===== src/rtl/uart_tx_arbiter_pkg.sv =====
// Shared types and constants for the UART transmit arbiter.
// Imported by the arbiter top level.
package uart_arb_pkg;

    localparam logic [7:0] UART_LF = 8'h0A;

    typedef enum logic {
        ARB_IDLE,
        ARB_LOCKED
    } arb_state_e;

endpackage


===== src/rtl/uart_tx_arbiter_if.sv =====
// Core byte streams plus the uart_fifo transmit side.
// The master drives requests and FIFO status; the slave is the arbiter.
interface uart_tx_arbiter_if #(
    parameter int NCORES = 4
);
    localparam int GW = $clog2(NCORES);

    logic [NCORES-1:0]   req_valid;
    logic [NCORES*8-1:0] req_data;
    logic [NCORES-1:0]   req_ready;
    logic                tx_fifo_full;
    logic [7:0]          tx_byte;
    logic                transmit;
    logic [GW-1:0]       grant_id;
    logic                busy;

    modport master (
        output req_valid,
        output req_data,
        output tx_fifo_full,
        input  req_ready,
        input  tx_byte,
        input  transmit,
        input  grant_id,
        input  busy
    );

    modport slave (
        input  req_valid,
        input  req_data,
        input  tx_fifo_full,
        output req_ready,
        output tx_byte,
        output transmit,
        output grant_id,
        output busy
    );

endinterface


===== src/rtl/uart_tx_arbiter_rr_pick.sv =====
// Rotating priority encoder: first requester above last, with wrap.
// Purely combinational; winner holds last when nobody requests.
module uart_rr_pick #(
    parameter  int N = 4,
    localparam int W = $clog2(N)
) (
    input  logic [N-1:0] req,
    input  logic [W-1:0] last,
    output logic         any,
    output logic [W-1:0] winner
);

    logic         found;
    logic [W-1:0] sel;

    // Scan last+1 .. last+N so last itself has the lowest priority
    always_comb begin
        any    = |req;
        winner = last;
        found  = 1'b0;
        sel    = '0;
        for (int k = 1; k <= N; k++) begin
            sel = W'((int'(last) + k) % N);
            if (!found && req[sel]) begin
                winner = sel;
                found  = 1'b1;
            end
        end
    end

endmodule


===== src/rtl/uart_tx_arbiter.sv =====
// Grants one core exclusive use of the UART TX FIFO per line.
// Ownership ends on line feed, line-length cap or owner idle timeout.
module uart_tx_arbiter
    import uart_arb_pkg::*;
#(
    parameter int NCORES   = 4,
    parameter int TIMEOUT  = 1024,
    parameter int MAX_LINE = 128
) (
    input  logic clk,
    input  logic reset,
    uart_tx_arbiter_if.slave bus
);

    localparam int GW = $clog2(NCORES);
    localparam int BW = $clog2(MAX_LINE + 1);
    localparam int IW = $clog2(TIMEOUT);

    arb_state_e    state_q, state_d;
    logic [GW-1:0] grant_q, grant_d;
    logic [GW-1:0] last_q, last_d;
    logic [BW-1:0] bytes_q, bytes_d;
    logic [IW-1:0] idle_q, idle_d;

    logic              pick_any;
    logic [GW-1:0]     pick_winner;
    logic              owner_valid;
    logic [7:0]        owner_data;
    logic              xfer;
    logic              release_now;
    logic [NCORES-1:0] ready_vec;
    logic [7:0]        byte_out;

    uart_rr_pick #(
        .N (NCORES)
    ) u_pick (
        .req    (bus.req_valid),
        .last   (last_q),
        .any    (pick_any),
        .winner (pick_winner)
    );

    // Select the owner's lane and gate the transfer on FIFO space
    always_comb begin
        owner_valid = 1'b0;
        owner_data  = 8'h00;
        for (int i = 0; i < NCORES; i++) begin
            if (grant_q == GW'(i)) begin
                owner_valid = bus.req_valid[i];
                owner_data  = bus.req_data[8*i +: 8];
            end
        end
        xfer      = (state_q == ARB_LOCKED) && owner_valid && !bus.tx_fifo_full;
        byte_out  = xfer ? owner_data : 8'h00;
        ready_vec = xfer ? (NCORES'(1) << grant_q) : '0;
    end

    // Next-state logic: arbitration in IDLE, line tracking in LOCKED
    always_comb begin
        state_d     = state_q;
        grant_d     = grant_q;
        last_d      = last_q;
        bytes_d     = bytes_q;
        idle_d      = idle_q;
        release_now = 1'b0;
        unique case (state_q)
            ARB_IDLE: begin
                if (pick_any) begin
                    grant_d = pick_winner;
                    last_d  = pick_winner;
                    bytes_d = '0;
                    idle_d  = '0;
                    state_d = ARB_LOCKED;
                end
            end
            ARB_LOCKED: begin
                if (xfer) begin
                    bytes_d = bytes_q + BW'(1);
                    idle_d  = '0;
                    if (owner_data == UART_LF || bytes_d == BW'(MAX_LINE)) begin
                        release_now = 1'b1;
                    end
                end else if (!owner_valid) begin
                    // A blocked but valid owner is not idle, so only this path counts
                    if (idle_q == IW'(TIMEOUT - 1)) begin
                        release_now = 1'b1;
                    end else begin
                        idle_d = idle_q + IW'(1);
                    end
                end
                if (release_now) begin
                    state_d = ARB_IDLE;
                    last_d  = grant_q;
                end
            end
        endcase
    end

    // State and counter registers
    always_ff @(posedge clk or posedge reset) begin
        if (reset) begin
            state_q <= ARB_IDLE;
            grant_q <= '0;
            last_q  <= GW'(NCORES - 1);
            bytes_q <= '0;
            idle_q  <= '0;
        end else begin
            state_q <= state_d;
            grant_q <= grant_d;
            last_q  <= last_d;
            bytes_q <= bytes_d;
            idle_q  <= idle_d;
        end
    end

    assign bus.transmit  = xfer;
    assign bus.tx_byte   = byte_out;
    assign bus.req_ready = ready_vec;
    assign bus.grant_id  = grant_q;
    assign bus.busy      = (state_q == ARB_LOCKED);

endmodule


===== src/flat_wrapper.sv =====
// flat-port wrapper written by rule: the top's interface ports become plain ports
module uart_tx_arbiter_flat import uart_arb_pkg::*;
#(
    parameter int NCORES   = 4,
    parameter int TIMEOUT  = 1024,
    parameter int MAX_LINE = 128
)
  (clk, reset, bus_req_valid, bus_req_data, bus_tx_fifo_full, bus_req_ready, bus_tx_byte, bus_transmit, bus_grant_id, bus_busy);
  uart_tx_arbiter_if #(.NCORES(NCORES)) bus_i ();
  input  logic clk;
  input  logic reset;
  input wire logic [$bits(bus_i.req_valid)-1:0] bus_req_valid;
  input wire logic [$bits(bus_i.req_data)-1:0] bus_req_data;
  input wire logic [$bits(bus_i.tx_fifo_full)-1:0] bus_tx_fifo_full;
  output wire logic [$bits(bus_i.req_ready)-1:0] bus_req_ready;
  output wire logic [$bits(bus_i.tx_byte)-1:0] bus_tx_byte;
  output wire logic [$bits(bus_i.transmit)-1:0] bus_transmit;
  output wire logic [$bits(bus_i.grant_id)-1:0] bus_grant_id;
  output wire logic [$bits(bus_i.busy)-1:0] bus_busy;
  assign bus_i.req_valid = bus_req_valid;
  assign bus_i.req_data = bus_req_data;
  assign bus_i.tx_fifo_full = bus_tx_fifo_full;
  assign bus_req_ready = bus_i.req_ready;
  assign bus_tx_byte = bus_i.tx_byte;
  assign bus_transmit = bus_i.transmit;
  assign bus_grant_id = bus_i.grant_id;
  assign bus_busy = bus_i.busy;
  uart_tx_arbiter #(.NCORES(NCORES), .TIMEOUT(TIMEOUT), .MAX_LINE(MAX_LINE)) u_core (.clk(clk), .reset(reset), .bus(bus_i));
endmodule

===== config.mk =====
export PLATFORM = sky130hd
export DESIGN_NAME = uart_tx_arbiter_flat
export DESIGN_NICKNAME = d
export VERILOG_FILES = /design/src/rtl/uart_tx_arbiter_pkg.sv /design/src/rtl/uart_tx_arbiter_if.sv /design/src/rtl/uart_tx_arbiter_rr_pick.sv /design/src/rtl/uart_tx_arbiter.sv /design/src/flat_wrapper.sv
export SDC_FILE = /design/constraint.sdc
export NUM_CORES = 1
export LEC_CHECK = 0
export ABC_AREA = 1
export BUFFER_PORTS_ARGS = -buffer_cell sky130_fd_sc_hd__buf_2
export CAP_MARGIN = 10
export CORE_ASPECT_RATIO = 1.75
export CORE_UTILIZATION = 40
export CTS_CLUSTER_DIAMETER = 60
export DETAILED_ROUTE_END_ITERATION = 10
export PLACE_DENSITY = 0.66
export SYNTH_ARGS = -nofsm -noshare
export SYNTH_HDL_FRONTEND = slang
export SYNTH_HIERARCHICAL = 1
export SYNTH_SLANG_ARGS = --single-unit

===== constraint.sdc =====
create_clock -name clk -period 2.8 [get_ports clk]
set_clock_uncertainty 0.2 [all_clocks]
set_input_delay 0.56 -clock clk [delete_from_list [all_inputs] [get_ports clk]]
set_output_delay 0.56 -clock clk [all_outputs]
set_load 0.03 [all_outputs]

* After elaboration in Yosys (flattened, before gate mapping)
Index checks and enable logic that the tools add are counted. Widths: inputs -> output; s select.
Word-level totals: bits in registers 23, bits of input ports 39, output and inout port bits 16, logic and storage cells 88
Cells by class: mux-type cells 44, reduce and logical (&&, ||, !) cells 16, $add $sub $neg 6, shifts and indexed selects 1, bitwise gates (word level) 1, equality and inequality tests 11, magnitude comparators 4
Operator list (number):
- $mux 8 | 7
- $mux 10 | 4
- $pmux 10 s2 | 1
- $mux 1 | 18
- $pmux 8 s2 | 1
- $lt 2x3->1 const B | 4
- $mux 2 | 6
- $add 10x1->10 const B | 1
- $eq 10x10->1 const B | 1
- $add 8x1->8 const B | 1
- $bmux 1 s2 | 4
- $eq 8x4->1 const B | 1
- $eq 8x8->1 const B | 1
- $ne 3x3->1 const B | 2
- $reduce_and 2->1 | 3
- $logic_and 1x1->1 | 5
- $add 2x1->2 const B | 2
- $add 2x2->2 const B | 2
- $eq 2x2->1 const B | 2
- $logic_not 1->1 | 4
- $mux 4 | 1
- $ne 2x2->1 const B | 2
- $pmux 2 s2 | 1
- $reduce_or 4->1 | 1
- 8 further kinds | 8

* Depth between registers and ports, before layout
Gate-level depths: netlist of run 1.
word-level depth 15, gate-level depth with buffers 14, mapped depth without buffers 13

* Cells and area by module
The synthesis of run 1 kept the hierarchy.
Modules (own cells, without submodules):
- uart_tx_arbiter | sequential area each 578.1 µm², area an instance 1816.7 µm², cells an instance 253, instances 1
- uart_rr_pick | sequential area each 0.0 µm², area an instance 254.0 µm², cells an instance 44, instances 1

* Worst setup path after synthesis of run 1
No wires, ideal clock.
kind flip-flop to output port, start register u_core.grant_q[0], in the netlist u_core/bus.grant_id[0], end output port bus_req_ready[2], data arrival time 2012 ps, cell stages (with the launch flop) 10, data required time 2040 ps, buffers on the path 2, slack 28 ps, cells stage by stage dfrtp_1 -> buf_6 -> nand2_8 -> inv_4 -> nor2_2 -> nand3_2 -> nand2_4 -> nand2_4 -> buf_2 -> nor3_1
On the way: longest elaborated chain between the ends 8, elaborated cells between the ends (all ways) 12, classes of those cells eq/ne (3); shift (1); mux (5); reduce/logical (3)
Ends and longest elaborated chain:
- from (decl) | line uart_tx_arbiter.sv:20 | logic [GW-1:0] grant_q, grant_d;
- from (signal assigned) | line uart_tx_arbiter.sv:109 | grant_q <= grant_d;
- $logic_not 2->1 | line uart_tx_arbiter.sv:48 | if (grant_q == GW'(i)) begin
- $mux 1 (4 in series) | line uart_tx_arbiter.sv:48
- $logic_and 1x1->1 (2 in series) | line uart_tx_arbiter.sv:53 | xfer = (state_q == ARB_LOCKED) && owner_valid && !bus.tx_fifo_full;
- $mux 4 * | line uart_tx_arbiter.sv:55 | ready_vec = xfer ? (NCORES'(1) << grant_q) : '0;
- to (decl) | line flat_wrapper.sv:15 | output wire logic [$bits(bus_i.req_ready)-1:0] bus_req_ready;
Mark *: on every way between the ends. The rest lies on a longest branch, timed or not.

* Worst setup path in the final report of run 1
start register u_core.grant_q[0], in the netlist u_core/bus.grant_id[0], end output port bus_transmit
On the way: longest elaborated chain between the ends 7, elaborated cells between the ends (all ways) 10, classes of those cells eq/ne (3); mux (4); reduce/logical (3)
Ends and longest elaborated chain:
- $logic_not 2->1 | line uart_tx_arbiter.sv:48
- $mux 1 (3 in series) | line uart_tx_arbiter.sv:48
- $mux 1 * | line uart_tx_arbiter.sv:48
- $logic_and 1x1->1 * (2 in series) | line uart_tx_arbiter.sv:53
- to (decl) | line flat_wrapper.sv:17 | output wire logic [$bits(bus_i.transmit)-1:0] bus_transmit;
Marked as above.

==> reports/metrics.cfg, run 1 <==
[run_status]
status = finished, final reports clean

[sta]
max_slew_margin_pct = 71.6
drv_slew = 0
layout_setup_ws_ps = 155
fin_crit_sh_pct = 94.5
min_period_ps = 2650
fmax_mhz = 378
rsz0062_at_grt = false
worst_slew_pin_slew_ps = 425
finalHoldViolCount = 0
finalSetupViolations = 0
whs_ps = 123
tns_ps = 0

[logic_synthesis]
ys_ff_latch = 23
ys_types = 39
synth_top_cell_by_area = dfrtp_1
synth_area_leaders = dfrtp_1, nand2_1, nand3_1
yosysWarnings = 6
yosysSeqAreaShare_pct = 27.9
netlist_instances = 297
synth.avg_cell_area_um2 = 6.97
syn_nets = 338
synth_area_um2 = 2070
synth_top_area_share_pct = 25.4

[power_and_ir_drop]
ir_drop_mv = 0.578
power_switching_mw = 1.34
netSwitchingFraction_pct = 55.6
power_density_nw_per_um2 = 1000
leakage_nw = 1.22
power_mw = 2.41
combPwrFrac_pct = 65.8
clkPwrFrac_pct = 8.6
power.internal_mw = 1.07
power_frac_seq_pct = 25.5

[critical_path]
timing.rr.start = u_core/idle_q[0]$_DFFE_PP0P_
cp_slowest_cell = dfrtp_2
required_ps = 2040
startpoint = u_core/bus.grant_id[0]$_DFFE_PP0P_
cp_common_cell = nand2_4
path_cells = nand2_8, inv_4, nor2_2, nand3_2, nand2_4, nand2_4, inv_2, buf_2
cp_max_fo = 18
worst_setup_path_end_kind = output port
cp_data_arrival_time_ps = 1890
critPathKind = flip-flop to output port
slowest_delay_ps = 540
startpoint_type = flip-flop

[global_route]
grt_pass1_vias = 1951
overflow = 0
grt_max_degree = 24
grt_usage_pct = 19.4
grt_pass1_wl_mm = 8.54
antenna_found_initial = 0

[cells_and_area]
final-instance-count-excl-fill = 404
fin_util_pct = 48.4
area_growth_pct = 16.3
nNetsFinal = 392
layout-drive-gt1-share_pct = 32.6
design_area_um2 = 2410
diodes = 0

[clock_tree]
cts_tree = done
clock_sinks = 23
clock-root-buffer = clkbuf_8
numCtsBuffers = 3
htree_num_levels = 1
clk_pin_slew_ps = 90
clk_latency_ps = 260
cts_setup_buffers = 0
cts_buffer_depth = 2

[die]
row_count = 34
die_h_um = 97.2
die_area_um2 = 5480
core-area_um2 = 4980
fp.dieW_um = 56.4
start_util_pct = 41.6
io-pin-count = 55

[place]
place_area_um2 = 2360
dp_hpwl_mm = 4.01
portBuffers = 54
post-place-ws_ps = 297
place_inst = 400
place_congestion = 0.846

[worst_hold_path]
hold_path_class = primary input to asynchronous set/reset pin

[detailed_routing]
viasPerCell = 5.16
num_vias = 2084
drc = 0
antenna_left = 0
wl_per_cell_um = 12.6
drt_iter0_drc = 165
routed_wl_mm = 5.08
drtPass1Iterations = 4

[run]
maxCapViolCount = 0

registers in the layout (all words and copies together), names as in the netlist:
name                 cells
u_core/bytes_q           8
u_core/last_q            2
u_core/bus.busy          1
u_core/idle_q           10
u_core/bus.grant_id      2
kinds of logic after synthesis:
group	after synthesis	share of synthesized area [%]
compound gates	45	12.9
xor+xnor	5	2.11
fa+ha+maj	2	1.21
buf+inv	36	9.30
flops	23	27.9
simple gates	186	46.5
metal layers:
layer / global-route usage (%) / routed length, um
met1: 21.1 / 2030
met2: 36.7 / 2730
met3: 2.40 / 205
met4: 7.50 / 106
met5: 0 / 0
critical path: cells and delay by family, from the launching register on:
family / cells / cell delay, ps
buffers and inverters: 3 / 490
and+or+nand+nor: 5 / 590
DFF: 1 / 540
cells in the mapped netlist:
master / n
nand2_1: 84
nand3_1: 30
nor2_1: 23
o21ai_0: 22
dfrtp_1: 21
inv_1: 20
nand2_4: 9
a21oi_1: 8
nand2_2: 8
or2_2: 7
nand4_1: 6
nor3_1: 5
inv_2: 4
o21a_1: 4
xor2_1: 4
a21oi_2: 3
buf_2: 3
buf_6: 3
inv_4: 3
nand3_2: 3
nor2_2: 3
o21ai_1: 3
dfstp_2: 2
ha_1: 2
nand3_4: 2
nor2_4: 2
a21boi_1: 1
a22oi_2: 1
a32o_1: 1
buf_12: 1
clkbuf_1: 1
inv_8: 1
nand2_8: 1
nand3b_1: 1
nand4_2: 1
o21ai_2: 1
o31ai_1: 1
or4_1: 1
xnor2_1: 1
placed cells by master (no fill, tap or decap), types with 2 or more instances in the layout:
cell type  instances
nand3_4            2
buf_2             54
buf_4              3
inv_4              3
o21a_1             4
dfrtp_2            2
or2_2              7
nor2_2             3
nand3_1           30
nor3_1             5
a21oi_2            3
nand2_4            9
nor2_1            23
nor2_4             2
inv_1             20
nand4_1            6
nand2_1           84
o21ai_1            3
xor2_1             4
o21ai_0           22
dfstp_2            2
nand2_2            8
clkbuf_8           3
a21oi_1            8
ha_1               2
nand3_2            3
inv_2              4
dfrtp_1           19
final timing paths:
path / end / slack, ps / depth (start not counted)
max: bus_transmit / 150 / 8
min: u_core/bytes_q[4]$_DFFE_PP0P_ / 120 / 3
max reg2reg: u_core/idle_q[5]$_DFFE_PP0P_ / 700 / 8
min reg2reg: u_core/last_q[1]$_DFFE_PP1P_ / 310 / 2
max in group asynchronous: u_core/last_q[1]$_DFFE_PP1P_ / 1990 / 3
min in group clk: u_core/last_q[1]$_DFFE_PP1P_ / 310 / 2
cell type report:
type                    count  area, um2
repair buffers             57        293
clock buffers               3       41.3
fillers                   528       2570
well taps                  54       67.6
clock inverters             1       5.00
inverters                  28        120
flip-flops and latches     23        581
multi-input cells         238       1300
power by group through the flow:
stage               Clock (mW)  Combinational, mW  Sequential, mW
global placement             0               1.57           0.610
floorplan                    0               1.37           0.555
finish                   0.209               1.59           0.616
CTS                      0.222               1.60           0.610
detailed placement           0               1.59           0.614
global route             0.235               1.79           0.637
what timing repair did:
item / in CTS / in global routing
hold endpoints to repair: 0 / 0
gates resized for setup: 1 / 1
setup endpoints to repair: 1 / 3
hold buffers: 0 / 0
(Power assumes the default switching activity.)
==> run 2, diff against run 1 <==
- SYNTH_HIERARCHICAL: 1 -> default
==> run 2 against run 1 <==
  * Non-clock buffer count increased by 5
  * Synthesized cell count rose by 5.4%
  * Clock-buffer cell count is 1 higher
  * Hold slack improved by 150 ps
  * Maximum frequency up 0.86%
  * Setup slack better by 23 ps
  * Largest power group unchanged
  * Highest routed layer unchanged
==> reports/metrics.cfg, run 2 <==
[logic_synthesis]
synth_top_area_share_pct = 25.4  ; +0.061 points
synth_edf_count = 0  ; unchanged
synth_commonest_cells = nand2_1, nand3_1, nor2_1
yosysSeqAreaShare_pct = 28.0  ; +0.068 points
syn_nets = 354  ; +4.7%
yosysWarnings = 0  ; -6
synth_top_cell_by_area = dfrtp_1
ys_ff_latch = 23  ; unchanged
ys_types = 42  ; +7.7%
netlist_instances = 313  ; +5.4%
synth_area_leaders = dfrtp_1, nand2_1, nand3_1
synth_async_sr_flop_share_pct = 100  ; unchanged
synth_top_flop_cell = dfrtp_1
synth_area_um2 = 2070  ; -0.24%
synth.avg_cell_area_um2 = 6.60  ; -5.3%
yosysMostFrequentCell = nand2_1

[sta]
max_slew_margin_pct = 39.9  ; -32 points
finalSetupViolations = 0  ; unchanged
drv_slew = 0  ; unchanged
min_period_ps = 2620  ; -22.7 ps
rsz0062_at_grt = false
fmax_mhz = 381  ; +0.86%
layout_setup_ws_ps = 177  ; +22.7 ps
fin_crit_sh_pct = 93.7  ; -0.81 points
worst_slew_pin_slew_ps = 900  ; +475 ps
finalHoldViolCount = 0  ; unchanged
tns_ps = 0  ; unchanged
whs_ps = 274  ; +150 ps

[critical_path]
cp_common_cell = o22ai_4
startpoint_type = flip-flop
timing.rr.start = u_core.bus.grant_id[1]$_DFFE_PP0P_
worst_setup_path_end_kind = output port
critPathKind = flip-flop to output port
cp_max_fo = 16  ; -2
r2r_slack_ps = 710  ; about the same
cp_slowest_cell = dfrtp_2
cp_data_arrival_time_ps = 1860  ; -30 ps
required_ps = 2040  ; about the same
path_cells = inv_8, nand2_4, o22ai_4, o22ai_4, nand3b_1, buf_6, nor3_1, buf_2
r2r_cells = 13  ; +5
slowest_delay_ps = 480  ; -60 ps
r2r-end = u_core.last_q[1]$_DFFE_PP1P_
startpoint = u_core.bus.grant_id[1]$_DFFE_PP0P_

[die]
io-pin-count = 55  ; unchanged
die_h_um = 97.1  ; -0.12%
fp.dieW_um = 56.3  ; -0.12%
die_area_um2 = 5470  ; -0.23%
start_util_pct = 41.5  ; -0.10 points
row_count = 34  ; unchanged
core-area_um2 = 4980  ; unchanged

[global_route]
overflow = 0  ; unchanged
grt_pass1_wl_mm = 8.48  ; -0.73%
grt_usage_pct = 19.1  ; -0.31 points
grt_max_degree = 24  ; unchanged
antenna_found_initial = 0  ; unchanged
grt_pass1_vias = 1965  ; +0.72%

[detailed_routing]
viasPerCell = 5.05  ; -2.1%
antenna_left = 0  ; unchanged
drc = 0  ; unchanged
routed_wl_mm = 5.05  ; -0.63%
wl_per_cell_um = 12.0  ; -4.6%
drtPass1Iterations = 4  ; unchanged
drt_iter0_drc = 129  ; -22%
num_vias = 2127  ; +2.1%

[place]
place_inst = 413  ; +3.3%
place_congestion = 0.796  ; -6.0%
dp_hpwl_mm = 3.99  ; -0.41%
portBuffers = 54  ; unchanged
post-place-ws_ps = 281  ; -16.7 ps

[cells_and_area]
final_common_cell = nand2_1
final-instance-count-excl-fill = 421  ; +4.2%
diodes = 0  ; unchanged
largest_register = u_core.idle_q
nNetsFinal = 409  ; +4.3%
largest_register_ffs = 10  ; unchanged
top_regs = u_core.idle_q x10, u_core.bytes_q x8
layout-drive-gt1-share_pct = 26.7  ; -5.9 points
fillers = 530  ; +0.38%
final_cell_mix = nand2_1, buf_2, nand3_1
area_growth_pct = 17.0

[clock_tree]
cts_buffer_depth = 2  ; unchanged
numCtsBuffers = 3  ; unchanged
htree_num_levels = 1  ; unchanged
clk_pin_slew_ps = 80  ; about the same
clk_latency_ps = 270  ; about the same
clock-root-buffer = clkbuf_8
hold_buffers = 0  ; unchanged
cts_tree = done
clock_sinks = 23  ; unchanged

[worst_hold_path]
hold_path_class = primary input to asynchronous set/reset pin

[power_and_ir_drop]
leakage_nw = 1.25  ; +2.5%
power_density_nw_per_um2 = 750  ; -25%
power_mw = 1.81  ; -25%
ir_drop_mv = 0.375  ; -35%

[run]
maxCapViolCount = 0  ; unchanged

[run_status]
status = finished, final reports clean

run 2: cell count changes after synthesis, sizes merged, moves of 2 or more:
| cell | before | now |
|---|---|---|
| o21ai | 26 | 20 |
| a21oi | 11 | 6 |
| o21a | 4 | 0 |
| nand4 | 7 | 4 |
| nand2 | 102 | 118 |
| o22ai | 0 | 4 |
| nor2 | 28 | 30 |
| buf | 7 | 10 |
| xor2 | 4 | 7 |
| mux2 | 0 | 2 |
| nand3b | 1 | 4 |
run 2: metrics by stage:
step	utilization [%]	instance area [um2]
after global placement	46.9	2330
after global routing	48.5	2420
after CTS	47.8	2380
after floorplan	-	2070
final	48.5	2420
after detailed placement	46.9	2330
run 2: cell type report:
cell class                      instances  area [um2]  area share (%)
Tap cell                               54        67.6            2.80
Clock buffer                            4        45.0            1.86
Timing Repair Buffer                   62         337            13.9
Inverter                               27         116            4.82
Multi-Input combinational cell        251        1270            52.6
Sequential cell                        23         581            24.0
run 2: per-layer routing:
layer	vias to the layer above	GRT usage [%]	wire, um
li1	1116	-	-
met5	-	0	0
met3	8	1.86	203
met2	67	36.6	2800
met4	0	6.57	91
met1	936	21.0	1950
run 2: critical path, delay by kind of cell, from the launching register on:
kind | cells | cell delay, ps
compound gates | 2 | 220
flops | 1 | 480
simple gates | 3 | 380
buf+inv | 3 | 500
run 2: report_power, final:
group	internal, mW	total, mW	switching, mW
clock	0.102	0.209	0.107
combinational	0.370	1.02	0.648
sequential	0.440	0.585	0.145
run 2: cells by family (layout without fill, tap and decap cells):
family / Yosys count / count (layout) / synth area share [%]
and+or+nand+nor: 207 / 207 / 45.5
buffers and inverters: 39 / 93 / 10.5
AOI/OAI and AO/OA: 32 / 32 / 10.3
DFF: 23 / 23 / 28.0
xor gates and xnor gates: 8 / 8 / 3.39
adders and majority gates: 2 / 2 / 1.21
muxes: 2 / 2 / 1.09
run 2: how the worst max path moves through the flow:
stage	cells past startpoint	slack (ps)	end
after floorplan	7	50	bus_req_ready[1]
after global placement	7	310	bus_req_ready[2]
after detailed placement	7	280	bus_req_ready[1]
after CTS	7	2	bus_req_ready[1]
after global routing	8	50	bus_req_ready[1]
final	8	180	bus_req_ready[2]
run 2: repair_timing:
item,in CTS,in global routing
pin swaps,0,2
resized for setup,1,3
buffers inserted,0,4
setup endpoints to repair,3,12
